### src/rtl/uart_apb_pkg.sv
// Shared definitions for the UART APB sequencer: UART register byte
// addresses, the sequencer state encoding and the configuration write order.
package uart_apb_pkg;

   localparam logic [31:0] ADDR_MDR = 32'h00;
   localparam logic [31:0] ADDR_DLL = 32'h04;
   localparam logic [31:0] ADDR_DLH = 32'h08;
   localparam logic [31:0] ADDR_LCR = 32'h0C;
   localparam logic [31:0] ADDR_IER = 32'h10;
   localparam logic [31:0] ADDR_FSR = 32'h14;
   localparam logic [31:0] ADDR_TBR = 32'h18;
   localparam logic [31:0] ADDR_RBR = 32'h1C;

   // Index of the final configuration write (IER).
   localparam logic [2:0] CFG_LAST = 3'd4;

   typedef enum logic [2:0] {
      ST_IDLE,
      ST_CFG_SETUP,
      ST_CFG_ACCESS,
      ST_TX_SETUP,
      ST_TX_ACCESS,
      ST_RX_SETUP,
      ST_RX_ACCESS
   } state_t;

   // Configuration order: LCR, DLL, DLH, MDR, IER.
   function automatic logic [31:0] cfg_addr(input logic [2:0] idx);
      case (idx)
         3'd0:    cfg_addr = ADDR_LCR;
         3'd1:    cfg_addr = ADDR_DLL;
         3'd2:    cfg_addr = ADDR_DLH;
         3'd3:    cfg_addr = ADDR_MDR;
         default: cfg_addr = ADDR_IER;
      endcase
   endfunction

endpackage

### src/rtl/apb_xfer_engine.sv
// Single-transfer APB master phase sequencer.
// A start pulse latches address/direction/data and issues SETUP on the next
// cycle, then ACCESS until PREADY or until the ACCESS timeout expires.
// Ports:
//   clk, rst_n             clock, async active-low reset
//   start, wr, addr, wdata transfer request (sampled when start=1)
//   pready, pslverr        APB completion / error from the slave
//   psel, penable, pwrite, paddr, pwdata   APB master outputs
//   done                   completion cycle (PREADY or timeout), combinational
//   err                    completion with PSLVERR, or timeout, combinational
module apb_xfer_engine #(
   parameter int PREADY_TIMEOUT = 16
) (
   input  logic        clk,
   input  logic        rst_n,
   input  logic        start,
   input  logic        wr,
   input  logic [31:0] addr,
   input  logic [7:0]  wdata,
   input  logic        pready,
   input  logic        pslverr,
   output logic        psel,
   output logic        penable,
   output logic        pwrite,
   output logic [31:0] paddr,
   output logic [31:0] pwdata,
   output logic        done,
   output logic        err
);

   localparam int CW = $clog2(PREADY_TIMEOUT);
   localparam logic [CW-1:0] CNT_LOAD = CW'(PREADY_TIMEOUT - 1);

   logic [CW-1:0] cnt;
   logic          access;
   logic          tc;

   assign access = psel & penable;
   assign tc     = (cnt == '0);
   assign done   = access & (pready | tc);
   assign err    = access & (pready ? pslverr : tc);

   // start wins over completion so a new SETUP can follow a finishing ACCESS
   always_ff @(posedge clk or negedge rst_n) begin
      if (!rst_n) begin
         psel    <= 1'b0;
         penable <= 1'b0;
         pwrite  <= 1'b0;
         paddr   <= '0;
         pwdata  <= '0;
         cnt     <= '0;
      end else if (start) begin
         psel    <= 1'b1;
         penable <= 1'b0;
         pwrite  <= wr;
         paddr   <= addr;
         pwdata  <= {24'd0, wdata};
      end else if (psel && !penable) begin
         penable <= 1'b1;
         cnt     <= CNT_LOAD;
      end else if (done) begin
         psel    <= 1'b0;
         penable <= 1'b0;
      end else if (access) begin
         cnt <= cnt - 1'b1;
      end
   end

endmodule

### src/rtl/uart_apb_sequencer.sv
// APB master for the UART: runs the 5-write configuration sequence, then
// moves bytes from the TX stream to TBR and from RBR to the RX stream,
// round-robin arbitrating TX and RX over one APB port.
// Ports:
//   clk, rst_n                          clock, async active-low reset
//   cfg_start, cfg_lcr..cfg_ier         config request and register values
//   cfg_busy, cfg_done, configured      config status
//   tx_data/tx_valid/tx_ready           TX byte stream in
//   rx_data/rx_valid/rx_ready           RX byte stream out
//   tx_fifo_full, rx_fifo_empty         UART FIFO sideband
//   PSEL..PSLVERR                       APB master port
//   err, err_clr                        sticky error flag and its clear
//
// state         | meaning
// IDLE          | arbitrate cfg_start / TX / RX
// CFG_SETUP     | config write, APB SETUP phase
// CFG_ACCESS    | config write, APB ACCESS phase
// TX_SETUP      | TBR write, APB SETUP phase
// TX_ACCESS     | TBR write, APB ACCESS phase
// RX_SETUP      | RBR read, APB SETUP phase
// RX_ACCESS     | RBR read, APB ACCESS phase
module uart_apb_sequencer
   import uart_apb_pkg::*;
#(
   parameter int PREADY_TIMEOUT = 16
) (
   input  logic        clk,
   input  logic        rst_n,
   input  logic        cfg_start,
   input  logic [7:0]  cfg_lcr,
   input  logic [7:0]  cfg_dll,
   input  logic [7:0]  cfg_dlh,
   input  logic [7:0]  cfg_mdr,
   input  logic [7:0]  cfg_ier,
   output logic        cfg_busy,
   output logic        cfg_done,
   output logic        configured,
   input  logic [7:0]  tx_data,
   input  logic        tx_valid,
   output logic        tx_ready,
   output logic [7:0]  rx_data,
   output logic        rx_valid,
   input  logic        rx_ready,
   input  logic        tx_fifo_full,
   input  logic        rx_fifo_empty,
   output logic        PSEL,
   output logic        PENABLE,
   output logic        PWRITE,
   output logic [31:0] PADDR,
   output logic [31:0] PWDATA,
   input  logic        PREADY,
   input  logic        PSLVERR,
   input  logic [31:0] PRDATA,
   output logic        err,
   input  logic        err_clr
);

   state_t      state, state_nx;
   logic [2:0]  cfg_idx;
   logic [2:0]  cfg_sel;
   logic        rr_tx;
   logic        tx_elig, rx_elig;
   logic        cfg_go, tx_go, rx_go;
   logic        cfg_next, cfg_fin, rx_done;
   logic        eng_start, eng_wr, eng_done, eng_err;
   logic [31:0] eng_addr;
   logic [7:0]  eng_wdata, cfg_val;
   logic        unused_prdata;

   // only the byte lane carries RBR data
   assign unused_prdata = ^PRDATA[31:8];

   assign tx_elig = configured & tx_valid & ~tx_fifo_full;
   assign rx_elig = configured & ~rx_fifo_empty & ~rx_valid;

   // rr_tx = 1 means TX is preferred when both are eligible
   assign cfg_go = (state == ST_IDLE) & cfg_start;
   assign tx_go  = (state == ST_IDLE) & ~cfg_start & tx_elig & (~rx_elig | rr_tx);
   assign rx_go  = (state == ST_IDLE) & ~cfg_start & rx_elig & (~tx_elig | ~rr_tx);

   assign cfg_next = (state == ST_CFG_ACCESS) & eng_done & ~eng_err & (cfg_idx != CFG_LAST);
   assign cfg_fin  = (state == ST_CFG_ACCESS) & eng_done & ~eng_err & (cfg_idx == CFG_LAST);
   assign rx_done  = (state == ST_RX_ACCESS) & eng_done & ~eng_err;
   assign cfg_sel  = cfg_go ? 3'd0 : cfg_idx + 3'd1;

   always_ff @(posedge clk or negedge rst_n) begin
      if (!rst_n) state <= ST_IDLE;
      else        state <= state_nx;
   end

   always_comb begin
      state_nx = state;
      case (state)
         ST_IDLE: begin
            if (cfg_go)     state_nx = ST_CFG_SETUP;
            else if (tx_go) state_nx = ST_TX_SETUP;
            else if (rx_go) state_nx = ST_RX_SETUP;
         end
         ST_CFG_SETUP:  state_nx = ST_CFG_ACCESS;
         ST_CFG_ACCESS: if (eng_done) state_nx = cfg_next ? ST_CFG_SETUP : ST_IDLE;
         ST_TX_SETUP:   state_nx = ST_TX_ACCESS;
         ST_TX_ACCESS:  if (eng_done) state_nx = ST_IDLE;
         ST_RX_SETUP:   state_nx = ST_RX_ACCESS;
         ST_RX_ACCESS:  if (eng_done) state_nx = ST_IDLE;
         default:       state_nx = ST_IDLE;
      endcase
   end

   always_comb begin
      cfg_busy  = (state == ST_CFG_SETUP) | (state == ST_CFG_ACCESS);
      tx_ready  = tx_go;
      eng_start = cfg_go | cfg_next | tx_go | rx_go;
      eng_wr    = ~rx_go;
      case (cfg_sel)
         3'd0:    cfg_val = cfg_lcr;
         3'd1:    cfg_val = cfg_dll;
         3'd2:    cfg_val = cfg_dlh;
         3'd3:    cfg_val = cfg_mdr;
         default: cfg_val = cfg_ier;
      endcase
      if (tx_go) begin
         eng_addr  = ADDR_TBR;
         eng_wdata = tx_data;
      end else if (rx_go) begin
         eng_addr  = ADDR_RBR;
         eng_wdata = 8'd0;
      end else begin
         eng_addr  = cfg_addr(cfg_sel);
         eng_wdata = cfg_val;
      end
   end

   always_ff @(posedge clk or negedge rst_n) begin
      if (!rst_n) begin
         cfg_idx    <= 3'd0;
         rr_tx      <= 1'b1;
         configured <= 1'b0;
         cfg_done   <= 1'b0;
         rx_data    <= 8'd0;
         rx_valid   <= 1'b0;
         err        <= 1'b0;
      end else begin
         if (cfg_go)        cfg_idx <= 3'd0;
         else if (cfg_next) cfg_idx <= cfg_idx + 3'd1;

         if (tx_go)      rr_tx <= 1'b0;
         else if (rx_go) rr_tx <= 1'b1;

         if (cfg_go)       configured <= 1'b0;
         else if (cfg_fin) configured <= 1'b1;
         cfg_done <= cfg_fin;

         if (rx_done) begin
            rx_data  <= PRDATA[7:0];
            rx_valid <= 1'b1;
         end else if (rx_valid && rx_ready) begin
            rx_valid <= 1'b0;
         end

         if (err_clr)      err <= 1'b0;
         else if (eng_err) err <= 1'b1;
      end
   end

   apb_xfer_engine #(.PREADY_TIMEOUT(PREADY_TIMEOUT)) u_xfer (
      .clk     (clk),
      .rst_n   (rst_n),
      .start   (eng_start),
      .wr      (eng_wr),
      .addr    (eng_addr),
      .wdata   (eng_wdata),
      .pready  (PREADY),
      .pslverr (PSLVERR),
      .psel    (PSEL),
      .penable (PENABLE),
      .pwrite  (PWRITE),
      .paddr   (PADDR),
      .pwdata  (PWDATA),
      .done    (eng_done),
      .err     (eng_err)
   );

endmodule

### config.mk
export PLATFORM = sky130hd
export DESIGN_NAME = uart_apb_sequencer
export DESIGN_NICKNAME = d
export VERILOG_FILES = /design/src/rtl/uart_apb_pkg.sv /design/src/rtl/apb_xfer_engine.sv /design/src/rtl/uart_apb_sequencer.sv
export SDC_FILE = /design/constraint.sdc
export NUM_CORES = 1
export LEC_CHECK = 0
export CORE_MARGIN = 5
export CORE_UTILIZATION = 40
export CTS_CLUSTER_DIAMETER = 30
export CTS_CLUSTER_SIZE = 30
export DETAILED_ROUTE_END_ITERATION = 16
export GPL_TIMING_DRIVEN = 0
export HOLD_SLACK_MARGIN = 0.15
export PLACE_DENSITY = 0.9
export SYNTH_ARGS = -nofsm -noshare
export SYNTH_HDL_FRONTEND = slang
export SYNTH_HIERARCHICAL = 1
export SYNTH_SLANG_ARGS = --single-unit
### constraint.sdc
create_clock -name clk -period 8.5 [get_ports clk]
set_input_delay 0.85 -clock clk [delete_from_list [all_inputs] [get_ports clk]]
set_output_delay 0.85 -clock clk [all_outputs]
set_load 0.01 [all_outputs]
# Word-level counts from Yosys, hierarchy flattened
# Cells that the tools add are included.
# word_totals
register_bits,66
latch_bits,0
ramBits,0
romBits,0
out_inout_bits,81
n_memories,0
# op_classes
n_addsub,2
n_mul,0
div,0
magnitude_cmp,0
eq_ne,16
shift,0
mux,33
bitwise,36
reduce_logical,18
# op_table
operator,n
$pmux W8 S4,1
$mux W3,8
$pmux W5 S4,1
$and A1 B1 Y1,19
$pmux W3 S6,1
$mux W8,2
$mux W1,15
$reduce_bool A2 Y1,7
$eq A3 B2 Y1 const B,4
$eq A3 B3 Y1 const B,4
$mux W4,3
$mux W5,2
$not A1 Y1,10
$or A1 B1 Y1,7
$eq A3 B1 Y1 const B,2
$logic_not A3 Y1,2
$reduce_and A3 Y1,2
$logic_not A4 Y1,1
$ne A2 B1 Y1 const B,2
$ne A2 B2 Y1 const B,2
$ne A4 B4 Y1 const B,1
$sub A4 B1 Y4 const B,1
$add A3 B1 Y3 const B,1
$ne A3 B3 Y1 const B,1
other kinds (5),6

# Depth between registers and ports, before layout
# Gate-level depths: netlist of the first run.
# depth
ltp_word,11
depth_mapped,12
depth_no_buf,11

# Modules after synthesis
# The synthesis of the first run kept the hierarchy.
# by_module_without_submodules
module,instances,cells_each,area_each_um2,seq_area_each_um2
apb_xfer_engine,1,147,2073.2,1176.1
uart_apb_sequencer,1,147,1450.1,476.7

# Least setup slack after synthesis of the first run
# OpenSTA, ideal clock, no wires.
# synth_timing
kind,in2reg
start,input PREADY
end,register u_xfer.paddr[10]
setup_ps,125
arrival_ps,2748
t_required_ps,8375
slack_ps,5627
path_stages,8
n_path_buf,2
cell_sequence,o211a_1 > a21boi_0 > nand4bb_1 > a211oi_1 > or2_2 > buf_2 > buf_2 > mux2_2
# synth_via
elab_chain_cells,8
elab_cells_between_ends,11
classes_between,1 x mux; 10 x bitwise
# synth_lines
item,line,rtl
from (decl),uart_apb_sequencer.sv:51,"input logic PREADY,"
$mux W1,apb_xfer_engine.sv:41,assign err = access & (pready ? pslverr : tc);
$and A1 B1 Y1,apb_xfer_engine.sv:41,
net eng_err,uart_apb_sequencer.sv:65,"logic eng_start, eng_wr, eng_done, eng_err;"
$not A1 Y1,uart_apb_sequencer.sv:81,assign cfg_next = (state == ST_CFG_ACCESS) & eng_done & ~eng_err & (cfg_idx != CFG_LAST);
$and A1 B1 Y1 (2 in series),uart_apb_sequencer.sv:81,
$or A1 B1 Y1 (3 in series),uart_apb_sequencer.sv:112,eng_start = cfg_go | cfg_next | tx_go | rx_go;
net eng_start,uart_apb_sequencer.sv:65,
to (signal assigned),apb_xfer_engine.sv:56,paddr <= addr;
to (decl),apb_xfer_engine.sv:25,"output logic [31:0] paddr,"
# The timed path passes the listed nets, and every way through them passes these cells.
# A chain may end at the register's enable or synchronous reset.

# Final worst setup path of the first run
# layout_timing
start,input PREADY
end,register u_xfer.paddr[28]
# layout_via
elab_chain_cells,8
elab_cells_between_ends,11
classes_between,1 x mux; 10 x bitwise
# layout_lines
item,line,rtl
$or A1 B1 Y1,apb_xfer_engine.sv:40,assign done = access & (pready | tc);
$and A1 B1 Y1,apb_xfer_engine.sv:40,
net eng_done,uart_apb_sequencer.sv:65,
$and A1 B1 Y1 (3 in series),uart_apb_sequencer.sv:81,
$or A1 B1 Y1 (3 in series),uart_apb_sequencer.sv:112,
net eng_start,uart_apb_sequencer.sv:65,
# The timed path passes the listed nets, and every way through them passes these cells.

==> out/qor.yml, run 1 <==
start_util: 0.408
irDropWorstVdd_mv: 0.188
hold_viol_final: 0
max-clock-path-buffers: 2
first_pass_iters: 4
wl_met2_um: 4570
drt-initial-drc-count: 101
path_cells: "clkdlybuf4s50_1 -> o211a_1 -> a21boi_0 -> nand4bb_1 -> a211oi_1 -> or2_2 -> buf_2 -> buf_2 -> mux2_2"
hold_buffers: 0
finalSetupViolCount: 0
syn_to_final_growth_pct: 49.6
synthCells: 294
h-tree-depth: 3
total_power_mw: 1.67
dpl.hpwl_um: 7180
antenna_found_initial: 0
insertion_delay_ns: 0.34
synthDistinctLibCells: 55
fin_nets: 571
tightestPinTransition_ns: 0.832
overflow: 0
period_share: 0.418
fill_cells: 726
worst_path_max_delay_cell: "a211oi_1"
gp_congestion: 0.767
detail_route.wl_per_cell_um: 15.9
ys.warnings.count: 6
grt_pass1_wl_um: 14900
finalSetupTns_ns: 0
cts-root-buf: "clkbuf_8"
io_buffers: 122
antenna_cells: 0
grt_pass1_vias: 3019
synth_edf_count: 0
cp_common_cell: "buf_2"
cts_setup_buffers: 0
status: "complete, no violations"
maxCapViolations: 0
clock_sinks: 66
ys_seq_area_frac: 0.469
cp-start-kind: "input pin"
postRouteAntennaNets: 0
met3WireLength_um: 928
hold_path.class: "reg2reg"
drv_slew: 0
worstSetupPathType: "in2reg"
cts-resized-gates: 0
top_level_ports: 171
max_stage_delay_ns: 0.61
drt-met1-wl_um: 3710
clock.fmax_ghz: 0.282
required_ns: 8.72
die_h_um: 104
skew_ns: 0.0107
grt_usage: 0.169
p_per_area_nw_per_um2: 317
coreArea_um2: 8640
rows: 34
topRoutingLayerUsed: "met4"
drive_above_1_share: 0.280
dieArea_um2: 10800
final_cell_area_um2: 5270
avgSynthCellArea_um2: 12.0
drt-total-wl_um: 9380
cp_max_fo: 10
cts_buffers: 9
leakagePower_nw: 2.34
async_flop_share: 1.00
rsz0062_at_grt: "no"
layout_commonest_cell: "clkdlybuf4s50_1"
crit_family: "compound AO/OA/AOI/OAI gates"
grt_max_degree: 67
syn_area_um2: 3520
period_needed_ns: 3.55
place_area_um2: 5070
final_cell_mix: "clkdlybuf4s50_1, dfrtp_1, conb_1"
drc: 0
critPathArrivalTime_ns: 3.77
slew_headroom: 0.445
cts.clk_slew.worst_paths_ns: 0.08
ys_ff_latch: 66
crit_buf_inv: 3
cts_tree: "built"
die_w_um: 104
synth_ff_type: "dfrtp_1"
vias: 2903
endpoint_kind: "flip-flop"
viasPerCell: 4.91
-- Yosys cell counts, drive strengths merged (4+ instances only) --
library cell	n	share of area
clkbuf	5	0.0082
dfrtp	65	0.46
o21ai	13	0.020
nand2	7	0.0075
nor2	9	0.0096
a221oi	8	0.034
or2	4	0.0071
o2bb2ai	8	0.020
a31oi	13	0.023
inv	9	0.0096
nand3	8	0.011
and3	4	0.0089
nor3	4	0.0057
mux2	50	0.16
buf	36	0.077
or3b	8	0.020
-- stage by stage --
step	util	setup WS (ns)	hold slack, ns	instances
finish	0.610	4.95	0.500	591
floorplan	-	5.63	0.467	345
CTS	0.610	4.96	0.502	591
detailed placement	0.587	4.66	0.486	575
global placement	0.587	4.44	0.481	575
global route	0.610	4.76	0.523	591
-- flip-flops by register name (all words and copies together), names as in the netlist --
name,count
cfg_idx,3
u_xfer/paddr,32
u_xfer/psel,1
u_xfer/pwdata,8
cfg_done,1
state,3
u_xfer/cnt,4
rx_valid,1
rr_tx,1
u_xfer/penable,1
rx_data,8
configured,1
err,1
u_xfer/pwrite,1
-- report_power, final --
part           switching, mW  internal [mW]  leakage [nW]
Clock                  0.132          0.138         0.104
Combinational          0.367          0.503          1.43
Sequential            0.0791          0.449         0.802
Total                  0.578           1.09          2.34
-- area by class of cell --
type / count / area [um^2] / share of cell area
Clock inverter: 7 / 78.8 / 0.0150
Inverter: 9 / 33.8 / 0.00641
Clock buffer: 9 / 124 / 0.0235
Multi-Input combinational cell: 228 / 1720 / 0.325
Buffer: 42 / 313 / 0.0593
Sequential cell: 66 / 1650 / 0.314
Timing Repair Buffer: 122 / 1220 / 0.231
Tap cell: 108 / 135 / 0.0256
-- layer usage --
layer | up-vias | global-route usage
met3 | 22 | 0.0720
met5 | - | 0
met2 | 129 | 0.281
met1 | 1381 | 0.193
met4 | 0 | 0.0611
li1 | 1371 | -
-- final timing paths --
kind / from / end / slack [ns] / cells past startpoint
max: PREADY / u_xfer/paddr[28] / 4.95 / 9
min: rr_tx / rr_tx / 0.50 / 2
max reg2reg: u_xfer/cnt[0] / u_xfer/paddr[28] / 5.12 / 11
min reg2reg: rr_tx / rr_tx / 0.50 / 2
max in group asynchronous: rst_n / u_xfer/paddr[2] / 7.35 / 1
min in group asynchronous: rst_n / rx_data[1] / 0.60 / 1
-- worst reg2reg max path: stages, from the launching register on --
cell,delay (ns)
dfrtp_1,0.39
inv_1,0.06
ha_1,0.25
nor3b_1,0.16
o211a_1,0.26
a21boi_0,0.16
nand4bb_1,0.29
a211oi_1,0.61
or2_2,0.22
buf_2,0.19
buf_2,0.30
mux2_2,0.37
-- kinds of logic after synthesis --
kind of cell,after synthesis,share of synthesized area
xor gates and xnor gates,2,0.00497
adders and majority gates,3,0.0107
muxes,51,0.164
buffers and inverters,51,0.0984
AOI/OAI and AO/OA,56,0.131
DFF,66,0.469
and+or+nand+nor,63,0.120
other,2,0.00213
Note: power is estimated with default switching activity, not from simulation.
==> inputs of run 2 (changes only) <==
Clock period 8.5 ns to 3.6 ns, I/O delays scaled along.
==> out/qor.yml, run 2 (synthesis gave the netlist of run 1 again) <==
fin_ws_ns: 0.383
met1_usage: 0.193
max-clock-path-buffers: 2
holdWs_ns: 0.501
clock_sinks: 66
tightestPinTransition_ns: 0.833
internal-power_mw: 2.58
coreArea_um2: 8640
start_util: 0.408
first_pass_iters: 5
grt.met3_usage: 0.0708
seq_power_share: 0.316
gp_congestion: 0.767
pre_cts_slack_ns: 0.253
clock.fmax_ghz: 0.311
layout_commonest_cell: "clkdlybuf4s50_1"
largest_reg_flops: 32
r2r-end: "u_xfer/paddr[28]"
antenna_found_initial: 0
switchingPower_mw: 1.37
fin_nets: 572
grt_pass1_wl_um: 14900
required_ns: 3.82
fin_cells: 592
viasPerCell: 4.90
hold_path.class: "reg2reg"
overflow: 0
cts.clk_slew.worst_paths_ns: 0.08
drive_above_1_share: 0.281
period_share: 0.894
status: "complete, no violations"
leakagePower_nw: 2.34
insertion_delay_ns: 0.34
min_to: "rr_tx"
grt_max_degree: 67
slew_headroom: 0.445
dpl.hpwl_um: 7180
finalSetupTns_ns: 0
p_per_area_nw_per_um2: 746
utilization: 0.612
irDropWorstVdd_mv: 0.444
clkPwrFrac: 0.161
final_cell_area_um2: 5290
cp_max_fo: 10
busiest_layer: "met2"
skew_ns: 0.0101
dp_cells: 575
endpoint_kind: "flip-flop"
drt-total-wl_um: 9410
switching_share: 0.347
ff2ff_path_depth: 11
vias: 2901
top_level_ports: 171
h-tree-depth: 3
syn_to_final_growth_pct: 50.0
drv_slew: 0
top_regs: "u_xfer/paddr x32, rx_data x8, u_xfer/pwdata x8"
total_power_mw: 3.94
worstSetupPathType: "reg2reg"
detail_route.wl_per_cell_um: 15.9
hold_depth: 2
r2r-start: "u_xfer/cnt[0]"
comb_power_share: 0.523
r2r_setup_slack_ns: 0.38
cts_tree: "built"
antenna_cells: 0
cp-start-kind: "flip-flop"
period_needed_ns: 3.22
regArea_um2: 1650
hold_viol_final: 0
cts-root-buf: "clkbuf_8"
postRouteAntennaNets: 0
dieArea_um2: 10800
drc: 0
grt_pass1_vias: 3025
finalSetupViolCount: 0
maxCapViolations: 0
io_buffers: 122
place_area_um2: 5070
rows: 34
grt_usage: 0.168
fill_cells: 723
hp-start: "rr_tx"
critPathArrivalTime_ns: 3.44
grt_use_met2: 0.280
die_h_um: 104
multi_input_area_um2: 1720
drt-initial-drc-count: 113
largest-register: "u_xfer/paddr"
cts_buffers: 9
final_cell_mix: "clkdlybuf4s50_1, dfrtp_1, conb_1"
die_w_um: 104
rsz0062_at_grt: "no"
==> run 2: changes by cell type in the layout (fill, tap and decap cells not counted), sizes merged <==
cell,before,now
dlygate4sd3,0,1
==> run 2: final cells by class <==
class | count | area share
flip-flops and latches | 66 | 0.313
multi-input cells | 228 | 0.325
well taps | 108 | 0.0256
inverters | 9 | 0.00639
clock inverters | 7 | 0.0149
plain buffers | 42 | 0.0592
repair buffers | 123 | 0.232
clock buffers | 9 | 0.0234
==> run 2: power groups by stage <==
stage	Sequential [mW]	Clock [mW]	Combinational, mW
finish	1.25	0.635	2.06
floorplan	1.37	0	1.04
global placement	1.24	0	2.02
global route	1.29	0.684	2.22
CTS	1.25	0.653	2.08
detailed placement	1.27	0	2.07
==> run 2: worst max path at each step <==
stage	startpoint	endpoint	slack [ns]
after floorplan	u_xfer/cnt[0]	u_xfer/paddr[10]	0.80
after global placement	rst_n	state[1]	0.03
after detailed placement	PREADY	u_xfer/pwdata[6]	0.25
after CTS	u_xfer/cnt[0]	u_xfer/pwdata[4]	0.21
after global routing	u_xfer/cnt[0]	u_xfer/pwdata[4]	0.22
final	u_xfer/cnt[0]	u_xfer/paddr[28]	0.38
==> run 2: critical path: stages, from the launching register on <==
cell       delay, ns
dfrtp_1         0.39
inv_1           0.06
ha_1            0.25
nor3b_1         0.16
o211a_1         0.26
a21boi_0        0.16
nand4bb_1       0.31
a211oi_2        0.46
or2_2           0.18
buf_2           0.19
buf_2           0.30
mux2_2          0.37
==> run 2: what timing repair did <==
item | CTS | global route
hold endpoints to repair | 12 | 0
setup endpoints to repair | 0 | 11
resized for setup | 0 | 1
setup buffers | 0 | 0
hold buffers | 1 | 0
==> run 2: routing by layer <==
metal	routed length, um	vias up
met5	0	-
li1	-	1373
met4	172	0
met3	895	18
met2	4610	125
met1	3730	1385
==> inputs of run 3 (changes only) <==
Settings changed: ABC_AREA from default to 1.
==> out/qor.yml, run 3 <==
status: "complete, no violations"
grt_usage: 0.179
period_share: 0.707
start_util: 0.411
cp_max_fo: 10
crit_buf_inv: 3
antenna_found_initial: 0
largest_reg_flops: 32
io_buffers: 122
max-clock-path-buffers: 2
r2r-end: "u_xfer/cnt[3]"
drv_slew: 0
crit_family: "buffers and inverters"
utilization: 0.613
grt_pass1_vias: 3549
min_to: "u_xfer/paddr[11]"
finalSetupTns_ns: 0
dp_cells: 751
rows: 34
period_needed_ns: 2.54
endpoint_kind: "primary output"
synthDistinctLibCells: 33
synth_edf_count: 0
ys_ff_latch: 66
fill_cells: 742
avgSynthCellArea_um2: 7.62
r2r-start: "u_xfer/cnt[0]"
path_cells: "nor2_4 -> nand2_1 -> nor2_4 -> nand3_1 -> inv_1 -> buf_6 -> clkdlybuf4s50_1"
hold_depth: 2
drive_above_1_share: 0.126
place_area_um2: 5130
r2r_setup_slack_ns: 1.11
leakagePower_nw: 2.80
rsz0062_at_grt: "no"
hold_viol_final: 0
slew_headroom: 0.449
final_cell_mix: "nand2_1, clkdlybuf4s50_1, dfrtp_1"
top_level_ports: 171
layout_commonest_cell: "nand2_1"
cts.clk_slew.worst_paths_ns: 0.08
postRouteAntennaNets: 0
maxCapViolations: 0
viasPerCell: 4.50
dpl.hpwl_um: 7520
max_stage_delay_ns: 0.56
fin_nets: 748
die_w_um: 105
cp_common_cell: "nor2_4"
skew_ns: 0.00812
syn_to_final_growth_pct: 49.1
worst_path_max_delay_cell: "clkdlybuf4s50_1"
required_ns: 3.24
finalSetupViolCount: 0
h-tree-depth: 3
tightestPinTransition_ns: 0.827
hold_path.class: "reg2reg"
final_cell_area_um2: 5340
syn_area_um2: 3580
cts-resized-gates: 0
synth_top_cell_by_area: "dfrtp_1"
ff2ff_path_depth: 14
clock_sinks: 66
holdWs_ns: 0.474
async_flop_share: 1.00
largest-register: "u_xfer/paddr"
antenna_cells: 0
cp-start-kind: "flip-flop"
hp-start: "u_xfer/paddr[11]"
synthTopCellsByCount: "nand2_1, dfrtp_1, nor2_1, inv_1, buf_4"
grt_pass1_wl_um: 16300
ys.warnings.count: 6
detail_route.wl_per_cell_um: 12.4
irDropWorstVdd_mv: 0.317
coreArea_um2: 8720
drt-total-wl_um: 9530
fin_cells: 768
synth_ff_type: "dfrtp_1"
synthTopCellsByArea: "dfrtp_1, nand2_1, buf_4"
worstSetupPathType: "reg2out"
synth.top_cell.area_share: 0.454
die_h_um: 105
hold_buffers: 1
ys_seq_area_frac: 0.461
overflow: 0
gp_congestion: 0.922
insertion_delay_ns: 0.34
clock.fmax_ghz: 0.393
vias: 3453
yosysMostFrequentCell: "nand2_1"
cts-root-buf: "clkbuf_8"
drt-initial-drc-count: 140
first_pass_iters: 4
cts_setup_buffers: 0
dieArea_um2: 11000
critPathArrivalTime_ns: 2.18
synthCells: 470
p_per_area_nw_per_um2: 771
top_regs: "u_xfer/paddr x32, rx_data x8, u_xfer/pwdata x8"
drc: 0
grt_max_degree: 67
cts_buffers: 9
cts_tree: "built"
run 3: power by group:
group / internal [mW] / switching (mW) / leakage [nW] / total, mW
sequential: 1.07 / 0.209 / 0.832 / 1.28
clock: 0.338 / 0.299 / 0.0945 / 0.637
combinational: 1.02 / 1.17 / 1.88 / 2.20
run 3: area by class of cell:
cell class / instances / area [um^2] / area share
Timing Repair Buffer: 123 / 1230 / 0.230
Clock buffer: 10 / 138 / 0.0258
Tap cell: 108 / 135 / 0.0253
Buffer: 36 / 272 / 0.0508
Sequential cell: 66 / 1650 / 0.309
Inverter: 44 / 170 / 0.0319
Clock inverter: 6 / 66.3 / 0.0124
Multi-Input combinational cell: 375 / 1680 / 0.315
run 3: worst reg2reg max path: cells and delay by family (launching register included):
| family | cells | cell delay, ns |
|---|---|---|
| buf+inv | 2 | 0.28 |
| fa+ha+maj | 1 | 0.21 |
| flops | 1 | 0.39 |
| simple gates | 11 | 1.49 |
run 3: cell families (layout without fill, tap and decap cells):
kind of cell	after synthesis	after routing	synth area share
buffers and inverters	80	219	0.123
and+or+nand+nor	290	290	0.345
DFF	66	66	0.461
muxes	8	8	0.0251
other	2	53	0.00210
adders and majority gates	3	3	0.0105
AOI/OAI and AO/OA	21	21	0.0328
run 3: how the worst max path moves through the flow:
stage | from | to | slack (ns) | depth (start not counted)
after floorplan | u_xfer/cnt[0] | u_xfer/cnt[3] | 1.56 | 14
after global placement | rst_n | u_xfer/paddr[24] | 0.06 | 1
after detailed placement | PREADY | u_xfer/cnt[3] | 1.03 | 13
after CTS | state[2] | tx_ready | 1.03 | 7
after global routing | u_xfer/cnt[0] | u_xfer/cnt[3] | 0.88 | 14
final | state[2] | tx_ready | 1.06 | 7
run 3: per-stage QoR:
step                power [mW]  worst slack [ns]
finish                    4.12              1.06
global route              4.47             0.883
CTS                       4.15              1.03
detailed placement        3.51              1.03
global placement          3.41            0.0577
floorplan                 2.53              1.56
run 3: layer usage:
layer  vias to the layer above  global-route usage  part of all wire
met1                      1534               0.210              0.39
met5                         -                   0                 0
met2                       162               0.305              0.49
met3                        23              0.0438             0.089
met4                         0              0.0868             0.025
li1                       1734                   -                 -
